## src/rtl/p_to_s_if.sv

```systemverilog
// rtl/p_to_s_if.sv - word-in / bit-out handshake bundle for p_to_s
interface p_to_s_if #(
  parameter int WIDTH = 6
);
  logic             valid_a;
  logic [WIDTH-1:0] data_a;
  logic             ready_a;
  logic             valid_b;
  logic             data_b;
  logic             last_b;
  logic             ready_b;

  modport master (
    output valid_a, data_a, ready_b,
    input  ready_a, valid_b, data_b, last_b
  );

  modport slave (
    input  valid_a, data_a, ready_b,
    output ready_a, valid_b, data_b, last_b
  );
endinterface

```

## src/rtl/p_to_s.sv

```systemverilog
// rtl/p_to_s.sv - parallel-to-serial converter, LSB first, with one-word holding buffer
module p_to_s #(
  parameter int WIDTH = 6,
  parameter int CNT_W = 3
) (
  input  logic     clk,
  input  logic     rst,
  p_to_s_if.slave  bus
);
  localparam logic [CNT_W-1:0] CNT_LAST = CNT_W'(WIDTH - 1);

  logic [WIDTH-1:0] sh_q, sh_d;
  logic [WIDTH-1:0] hd_q, hd_d;
  logic             sh_v_q, sh_v_d;
  logic             hd_v_q, hd_v_d;
  logic [CNT_W-1:0] cnt_q, cnt_d;
  logic             ready_a_q, ready_a_d;

  logic xfer;
  logic done;
  logic acc;

  assign xfer = sh_v_q & bus.ready_b;
  assign done = xfer & (cnt_q == CNT_LAST);
  assign acc  = bus.valid_a & ready_a_q;

  always_comb begin
    sh_d   = sh_q;
    sh_v_d = sh_v_q;
    cnt_d  = cnt_q;
    hd_d   = hd_q;
    hd_v_d = hd_v_q;

    // Reload priority on word completion: held word first, then a fresh word.
    if (done) begin
      cnt_d = '0;
      if (hd_v_q) begin
        sh_d   = hd_q;
        hd_v_d = 1'b0;
      end else if (acc) begin
        sh_d = bus.data_a;
      end else begin
        sh_d   = '0;
        sh_v_d = 1'b0;
      end
    end else if (xfer) begin
      sh_d  = sh_q >> 1;
      cnt_d = cnt_q + CNT_W'(1);
    end

    // ready_a is low whenever hd is occupied, so done && acc implies hd was empty.
    if (acc) begin
      if (!sh_v_q) begin
        sh_d   = bus.data_a;
        sh_v_d = 1'b1;
        cnt_d  = '0;
      end else if (!done) begin
        hd_d   = bus.data_a;
        hd_v_d = 1'b1;
      end
    end

    ready_a_d = ~hd_v_d;
  end

  always_ff @(posedge clk) begin
    if (rst) begin
      sh_q      <= '0;
      sh_v_q    <= 1'b0;
      hd_q      <= '0;
      hd_v_q    <= 1'b0;
      cnt_q     <= '0;
      ready_a_q <= 1'b0;
    end else begin
      sh_q      <= sh_d;
      sh_v_q    <= sh_v_d;
      hd_q      <= hd_d;
      hd_v_q    <= hd_v_d;
      cnt_q     <= cnt_d;
      ready_a_q <= ready_a_d;
    end
  end

  assign bus.ready_a = ready_a_q;
  assign bus.valid_b = sh_v_q;
  assign bus.data_b  = sh_q[0];
  assign bus.last_b  = sh_v_q & (cnt_q == CNT_LAST);
endmodule

```

## src/flat_wrapper.sv

```systemverilog
// flat-port wrapper written by rule: the top's interface ports become plain ports
module p_to_s_flat 
#(
  parameter int WIDTH = 6,
  parameter int CNT_W = 3
)
  (clk, rst, bus_valid_a, bus_data_a, bus_ready_b, bus_ready_a, bus_valid_b, bus_data_b, bus_last_b);
  p_to_s_if #(.WIDTH(WIDTH)) bus_i ();
  input  logic clk;
  input  logic rst;
  input wire logic [$bits(bus_i.valid_a)-1:0] bus_valid_a;
  input wire logic [$bits(bus_i.data_a)-1:0] bus_data_a;
  input wire logic [$bits(bus_i.ready_b)-1:0] bus_ready_b;
  output wire logic [$bits(bus_i.ready_a)-1:0] bus_ready_a;
  output wire logic [$bits(bus_i.valid_b)-1:0] bus_valid_b;
  output wire logic [$bits(bus_i.data_b)-1:0] bus_data_b;
  output wire logic [$bits(bus_i.last_b)-1:0] bus_last_b;
  assign bus_i.valid_a = bus_valid_a;
  assign bus_i.data_a = bus_data_a;
  assign bus_i.ready_b = bus_ready_b;
  assign bus_ready_a = bus_i.ready_a;
  assign bus_valid_b = bus_i.valid_b;
  assign bus_data_b = bus_i.data_b;
  assign bus_last_b = bus_i.last_b;
  p_to_s #(.WIDTH(WIDTH), .CNT_W(CNT_W)) u_core (.clk(clk), .rst(rst), .bus(bus_i));
endmodule
```

## config.mk

```make
export PLATFORM = sky130hd
export DESIGN_NAME = p_to_s_flat
export DESIGN_NICKNAME = d
export VERILOG_FILES = /design/src/rtl/p_to_s_if.sv /design/src/rtl/p_to_s.sv /design/src/flat_wrapper.sv
export SDC_FILE = /design/constraint.sdc
export NUM_CORES = 1
export LEC_CHECK = 0
export BUFFER_PORTS_ARGS = -buffer_cell sky130_fd_sc_hd__buf_2
export CORE_AREA = 10 10 53 55
export CTS_CLUSTER_DIAMETER = 30
export DETAILED_ROUTE_END_ITERATION = 6
export DIE_AREA = 0 0 63 65
export PLACE_DENSITY = 0.73
export SETUP_SLACK_MARGIN = 0.2
export SLEW_MARGIN = 20
export SYNTH_ARGS = -nofsm -noshare
export SYNTH_HDL_FRONTEND = slang
export SYNTH_SLANG_ARGS = --single-unit
```

## constraint.sdc

```tcl
create_clock -name clk -period 1.8 [get_ports clk]
set_input_delay 0.36 -clock clk [delete_from_list [all_inputs] [get_ports clk]]
set_output_delay 0.36 -clock clk [all_outputs]
set_load 0.05 [all_outputs]
```

; ---- After elaboration in Yosys (flattened, before gate mapping)
; Cells that the tools add are included.
[totals]
regBits = 18
output_inout_bits = 4
word_cells = 34
[op_classes]
n_addsub = 1
eq_ne = 1
muxes = 19
bitwise = 6
reduce_logical = 1
[ops]
columns = cell, n
row1 = two-way mux 6 bit, 6
row2 = two-way mux 3 bit, 4
row3 = two-way mux 1 bit, 9
row4 = AND 1 bit, 4
row5 = "adder 3 x 1 -> 3 bit, second input constant", 1
row6 = "equality test 3 bit, second input constant", 1
row7 = AND reduction 3 bit, 1
row8 = inverter 1 bit, 2

; ---- Depth between registers and ports, before layout
; Gate-level depths: netlist (run 1).
[depth]
ltp_word = 7
depth_mapped = 6
ltp_nobuf = 6

; ---- Worst setup path before layout (run 1)
; Ideal clock, no wire load.
[synth_timing]
kind = register to register
start = reg u_core.sh_v_q, in the netlist u_core.bus.valid_b
end = reg u_core.hd_q[0]
setup_ps = 128
arrival_ps = 1579
slack_ps = 93
stages_incl_launch_ff = 6
path_buffers = 1
synth_period_minus_slack_ps = 1707
path_cell_list = dfxtp_1 > buf_4 > nand3_1 > a31oi_4 > mux2i_1 > nor2_1
[synth_via]
elab_chain_cells = 4
[synth_rtl]
columns = item, line
row1 = from (decl), p_to_s.sv:14  ; logic sh_v_q, sh_v_d;
row2 = from (signal assigned), p_to_s.sv:76  ; sh_v_q <= sh_v_d;
row3 = AND 1 bit, p_to_s.sv:23  ; assign xfer = sh_v_q & bus.ready_b;
row4 = AND 1 bit, p_to_s.sv:24  ; assign done = xfer & (cnt_q == CNT_LAST);
row5 = inverter 1 bit (no line), -
row6 = AND reduction 3 bit (no line) *, -
row7 = to (signal assigned), p_to_s.sv:70  ; hd_q <= '0;
row8 = to (signal assigned), p_to_s.sv:77  ; hd_q <= hd_d;
row9 = to (decl), p_to_s.sv:13  ; logic [WIDTH-1:0] hd_q, hd_d;
; Every way passes the cells marked *; elsewhere a longest branch is shown, timed or not.
; A chain may end at the register's enable or synchronous reset.

; ---- Worst setup path after layout (run 1)
[layout_timing]
start = reg u_core.cnt_q[0]
end = out bus_last_b
[layout_via]
elab_chain_cells = 2
[layout_rtl]
columns = item, line
row1 = from (decl), p_to_s.sv:16  ; logic [CNT_W-1:0] cnt_q, cnt_d;
row2 = from (signal assigned), p_to_s.sv:79  ; cnt_q <= cnt_d;
row3 = equality test 3 bit, p_to_s.sv:87  ; assign bus.last_b = sh_v_q & (cnt_q == CNT_LAST);
row4 = AND 1 bit, p_to_s.sv:87
row5 = to (decl), flat_wrapper.sv:17  ; output wire logic [$bits(bus_i.last_b)-1:0] bus_last_b;
; Every way passes these cells.

==> results.py, run 1 <==
metrics = {
    "run_status": {
        "outcome": "finished, final reports clean",
    },
    "logic_synthesis": {
        "syn_nets": 117,
        "synth_top_cell_by_area": "dfxtp_1",
        "syn_area_per_cell_um2": 8.85,
        "ys_ff_latch": 18,
        "yosysMostFrequentCell": "dfxtp_1",
        "synth_edf_count": 0,
        "netlist_area_um2": 930,
        "synth_ff_type": "dfxtp_1",
        "async_flop_share": 0,
        "ys_types": 31,
        "synthCells": 105,
        "ys_seq_area_frac": 0.388,
        "synth_top_area_share": 0.388,
        "yosys_warnings": 0,
        "synth_area_leaders": "dfxtp_1, a211oi_1, mux2i_1",
        "ys_top_cells_by_count": "dfxtp_1, nor2_1, a21oi_1",
    },
    "pwr": {
        "p_per_area_nw_per_um2": 744,
        "ir_drop_mv": 0.407,
        "leakage_nw": 0.390,
    },
    "floorplanning": {
        "die_width_um": 63,
        "row_count": 16,
        "coreArea_um2": 1860,
        "die_area_um2": 4100,
        "die_height_um": 65,
        "start_util": 0.499,
        "io-pin-count": 14,
    },
    "sta": {
        "finalHoldViolCount": 0,
        "fmax_mhz": 643,
        "fin_skew_ns": 0.00489,
        "tns_ns": 0,
        "relSlewSlack": 0.748,
        "setup_viol": 0,
        "drv_slew": 0,
        "final.min_clock_period_ns": 1.56,
        "rsz0062_at_grt": "true",
        "fin_crit_sh": 0.864,
        "worstMarginPinSlew_ns": 0.378,
    },
    "cts": {
        "clkLatencyLatePin_ns": 0.30,
        "h-tree-depth": 1,
        "cts_buffer_depth": 2,
        "numCtsBuffers": 3,
        "cts_tree": "built",
        "path_clk_slew_ns": 0.11,
        "cts.sink_count": 18,
        "hold_buffers": 0,
        "root_buffer": "clkbuf_4",
    },
    "min_path": {
        "hold_end": "u_core.hd_q[0]",
        "hp-class": "in -> reg",
        "hold_path_depth": 3,
        "min-delay-start": "bus_data_a[0]",
    },
    "routing": {
        "drc": 0,
        "drt_iter0_markers": 32,
        "vias": 795,
        "postRouteAntennaNets": 0,
        "vias_per_cell": 5.41,
        "firstDrtPassIters": 4,
        "drt-wirelength-per-cell_um": 13.6,
        "routed_wl_mm": 2.00,
    },
    "global_routing": {
        "antenna_found_initial": 0,
        "grt_max_degree": 19,
        "track_usage": 0.105,
        "grt-ovfl-total": 0,
        "grt_pass1_wl_mm": 3.52,
        "grt_pass1_vias": 770,
    },
    "worst_setup_path": {
        "r2r_setup_slack_ns": 0.28,
        "max_stage_delay_ns": 0.39,
        "critPathKind": "reg -> out",
        "worst_setup_path_start_kind": "flop",
        "required_ns": 1.44,
        "rr_worst_depth": 6,
        "worstPathCellList": "ha_4, and3_4, buf_8",
        "worstSetupEndpointType": "primary output",
        "rr_startpoint": "u_core.cnt_q[0]",
        "cp_max_fo": 5,
        "cp.arrival_ns": 1.20,
        "cpLargestDelayFamily": "flip-flops",
        "slowest_stage": "dfxtp_2",
        "crit_buf_inv": 1,
        "worstReg2RegEnd": "u_core.sh_q[2]",
    },
    "cells_and_area": {
        "fin_util": 0.585,
        "fill_cells": 171,
        "drive_above_1_share": 0.325,
        "multiInputGateArea_um2": 538,
        "syn2layout_area_growth_pct": 17.2,
        "diodes": 0,
        "final_nets": 133,
        "seq_area_um2": 365,
    },
    "place": {
        "port_buffers": 13,
        "place_congestion": 0.813,
        "dp_hpwl_mm": 1.39,
    },
    "job": {
        "maxCapViolCount": 0,
    },
}
-- metrics by stage --
stage          power, W  hold WS (ns)  cell area (um2)  setup WS [ns]  cells
6_report       0.000811         0.310             1090          0.244    147
5_1_grt        0.000855         0.306             1090          0.185    147
4_1_cts        0.000819         0.303             1070          0.204    146
3_5_place_dp   0.000563         0.480             1010          0.234    141
3_3_place_gp   0.000562         0.472             1010          0.315    141
2_1_floorplan  0.000534         0.455              932          0.291    105
-- sequential cells by signal (all words and copies together), names as in the netlist --
signal              cells
u_core.hd_v_q           1
u_core.bus.valid_b      1
u_core.cnt_q            3
u_core.sh_q             6
u_core.bus.ready_a      1
u_core.hd_q             6
-- report_power, final --
group | switching, W | total, W | internal (W)
Sequential | 0.0000186 | 0.000437 | 0.000419
Combinational | 0.0000734 | 0.000122 | 0.0000485
Clock | 0.000129 | 0.000252 | 0.000123
Total | 0.000221 | 0.000811 | 0.000590
-- layout by cell type, fill, tap and decap left out, types with 3 or more instances in the layout --
| cell | count |
|---|---|
| nor2_1 | 10 |
| dfxtp_1 | 14 |
| a21boi_0 | 4 |
| a211oi_1 | 9 |
| a21o_2 | 4 |
| nand2_1 | 9 |
| or2_2 | 3 |
| buf_4 | 4 |
| a21oi_1 | 10 |
| clkbuf_4 | 3 |
| buf_2 | 12 |
| dfxtp_2 | 4 |
| mux2i_1 | 6 |
| o21ai_0 | 3 |
-- cell type report --
type                            count  area share
Clock buffer                        4      0.0333
Inverter                            3      0.0103
Multi-Input combinational cell     78       0.494
Sequential cell                    18       0.335
Tap cell                           27      0.0310
Timing Repair Buffer               17      0.0964
-- cell families after synthesis --
logic type | after synthesis | synth area share
xor gates and xnor gates | 1 | 0.00942
adders and majority gates | 2 | 0.0269
buffers and inverters | 9 | 0.0538
and+or+nand+nor | 34 | 0.176
DFF | 18 | 0.388
AOI/OAI and AO/OA | 34 | 0.269
muxes | 7 | 0.0767
-- how the worst max path moves through the flow --
stage	startpoint	slack [ns]	cells after the start	end
6_report	u_core.cnt_q[0]	0.24	3	bus_last_b
2_1_floorplan	u_core.cnt_q[0]	0.29	5	u_core.sh_q[2]
4_1_cts	u_core.cnt_q[1]	0.20	4	bus_last_b
3_5_place_dp	u_core.cnt_q[0]	0.23	5	u_core.sh_q[2]
3_3_place_gp	u_core.cnt_q[0]	0.32	5	u_core.sh_q[0]
5_1_grt	u_core.cnt_q[0]	0.19	3	bus_last_b
-- per-layer routing --
metal | up-vias | part of all wire | wire (um) | global-route usage
met3 | 2 | 0.043 | 86 | 0.0309
li1 | 413 | - | - | -
met1 | 364 | 0.49 | 990 | 0.128
met5 | - | 0 | 0 | 0
met2 | 16 | 0.45 | 910 | 0.156
met4 | 0 | 0.0085 | 17 | 0.0726
-- tightest hold or removal path: cells and delay by family --
family | cells | cell delay (ns)
buffers and inverters | 1 | 0.09
muxes | 1 | 0.06
and+or+nand+nor | 1 | 0.07
-- timing repair --
item                                   4_1_cts  5_1_grt
setup endpoints to repair                    1        2
pin swaps                                    0        0
gates resized for setup                      6        4
endpoints found under the hold margin        0        0
setup buffers                                1        1
(Power assumes the default switching activity.)
==> inputs of run 2 (changes only) <==
--- a/constraint.sdc
+++ b/constraint.sdc
@@ -3,2 +3,2 @@
 set_output_delay 0.36 -clock clk [all_outputs]
-set_load 0.05 [all_outputs]
+set_load 0.1 [all_outputs]
==> results.py, run 2 (synthesis results as in run 1) <==
metrics = {
    "run_status": {
        "outcome": "finished, final reports clean",
    },
    "routing": {
        "vias": 813,
        "drt-wirelength-per-cell_um": 14.5,
        "routed_wl_mm": 2.11,
        "drc": 0,
        "postRouteAntennaNets": 0,
        "firstDrtPassIters": 4,
        "drt_iter0_markers": 33,
        "vias_per_cell": 5.61,
    },
    "sta": {
        "fin_skew_ns": 0.0147,
        "worstMarginPinSlew_ns": 0.489,
        "fin_crit_sh": 0.866,
        "finalHoldViolCount": 0,
        "fmax_mhz": 642,
        "setup_viol": 0,
        "setup_ws_ns": 0.242,
        "drv_slew": 0,
        "final.min_clock_period_ns": 1.56,
        "rsz0062_at_grt": "true",
        "relSlewSlack": 0.677,
        "tns_ns": 0,
    },
    "floorplanning": {
        "die_width_um": 63,
        "row_count": 16,
        "start_util": 0.499,
        "coreArea_um2": 1860,
        "die_height_um": 65,
        "die_area_um2": 4100,
        "io-pin-count": 14,
    },
    "job": {
        "maxCapViolCount": 0,
    },
    "place": {
        "place_congestion": 0.785,
        "port_buffers": 13,
        "dp_hpwl_mm": 1.50,
        "dp_worst_setup_slack_ns": 0.162,
    },
    "global_routing": {
        "grt_max_degree": 19,
        "grt_pass1_wl_mm": 3.51,
        "grt-ovfl-total": 0,
        "track_usage": 0.103,
        "antenna_found_initial": 0,
        "grt_pass1_vias": 782,
    },
    "pwr": {
        "leakage_nw": 0.376,
        "p_per_area_nw_per_um2": 728,
        "ir_drop_mv": 0.481,
        "p_total_w": 0.000784,
    },
    "worst_setup_path": {
        "cp.arrival_ns": 1.20,
        "critPathKind": "reg -> out",
        "worstPathCellList": "inv_2, ha_4, and3_4, buf_12",
        "cp_max_fo": 4,
        "required_ns": 1.44,
        "max_stage_delay_ns": 0.35,
        "worstSetupEndpointType": "primary output",
        "slowest_stage": "dfxtp_2",
        "worst_setup_path_start_kind": "flop",
    },
    "cts": {
        "path_clk_slew_ns": 0.11,
        "root_buffer": "clkbuf_4",
        "cts_tree": "built",
        "hold_buffers": 0,
        "cts.sink_count": 18,
        "numCtsBuffers": 3,
        "cts_buffer_depth": 2,
        "clkLatencyLatePin_ns": 0.29,
        "h-tree-depth": 1,
    },
    "cells_and_area": {
        "final_cell_mix": "dfxtp_1, buf_2, nor2_1",
        "reg.largest.list": "u_core.hd_q: 6 flops, u_core.sh_q: 6 flops, u_core.cnt_q: 3 flops",
        "drive_above_1_share": 0.314,
        "mostFrequentLayoutCell": "dfxtp_1",
        "diodes": 0,
        "final_nets": 131,
        "fill_cells": 173,
        "multiInputGateArea_um2": 537,
        "seq_area_um2": 374,
        "fin_util": 0.579,
        "syn2layout_area_growth_pct": 15.9,
    },
    "min_path": {
        "hp-class": "in -> reg",
    },
}
-- run 2: changes by cell type in the layout (fill, tap and decap cells not counted) --
cell and change:
and3b_1 -1, and3b_2 +1, buf_12 +1, buf_4 -2, buf_8 -1, clkbuf_1 +1
clkbuf_8 -1, dfxtp_1 -1, dfxtp_2 -2, dfxtp_4 +3, nor2_1 +1, nor2_2 -1
-- run 2: final timing paths --
kind | start | to | slack, ns | depth (start not counted)
max | u_core.cnt_q[1] | bus_last_b | 0.24 | 4
min | bus_data_a[3] | u_core.hd_q[3] | 0.33 | 3
max reg2reg | u_core.cnt_q[1] | u_core.sh_q[2] | 0.31 | 7
min reg2reg | u_core.hd_q[3] | u_core.hd_q[3] | 0.51 | 2
-- run 2: worst max-delay path: cells and delay by family (launching register included) --
kind,cells,cell delay [ns]
buffers and inverters,2,0.23
DFF,1,0.35
and+or+nand+nor,1,0.19
adders and majority gates,1,0.14
-- run 2: repair_timing --
| action | CTS | global route |
|---|---|---|
| buffers inserted | 1 | 0 |
| gates cloned | 0 | 0 |
| pin swaps | 1 | 1 |
| resized for setup | 5 | 3 |
| endpoints found under the setup margin | 2 | 6 |
-- run 2: area by class of cell --
| type | instances | area share |
|---|---|---|
| flip-flops and latches | 18 | 0.347 |
| repair buffers | 15 | 0.0883 |
| multi-input cells | 78 | 0.498 |
| inverters | 3 | 0.0105 |
| well taps | 27 | 0.0314 |
| clock buffers | 4 | 0.0244 |
-- run 2: power breakdown --
group / total (W) / internal, W / switching, W
logic: 0.000142 / 0.0000466 / 0.0000951
registers: 0.000435 / 0.000416 / 0.0000186
clock network: 0.000208 / 0.0000860 / 0.000122
-- run 2: per-layer routing --
layer | vias up | global-route usage | routed length, um
met5 | - | 0 | 0
met4 | 0 | 0.0447 | 24
met3 | 4 | 0.0275 | 125
met2 | 26 | 0.159 | 998
met1 | 379 | 0.130 | 958
li1 | 404 | - | -
-- run 2: per-stage QoR --
| stage | cells | hold slack [ns] | cell area (um2) |
|---|---|---|---|
| floorplan | 105 | 0.455 | 941 |
| detailed placement | 140 | 0.490 | 1020 |
| global route | 145 | 0.324 | 1080 |
| finish | 145 | 0.331 | 1080 |
| CTS | 145 | 0.329 | 1070 |
| global placement | 140 | 0.473 | 1020 |
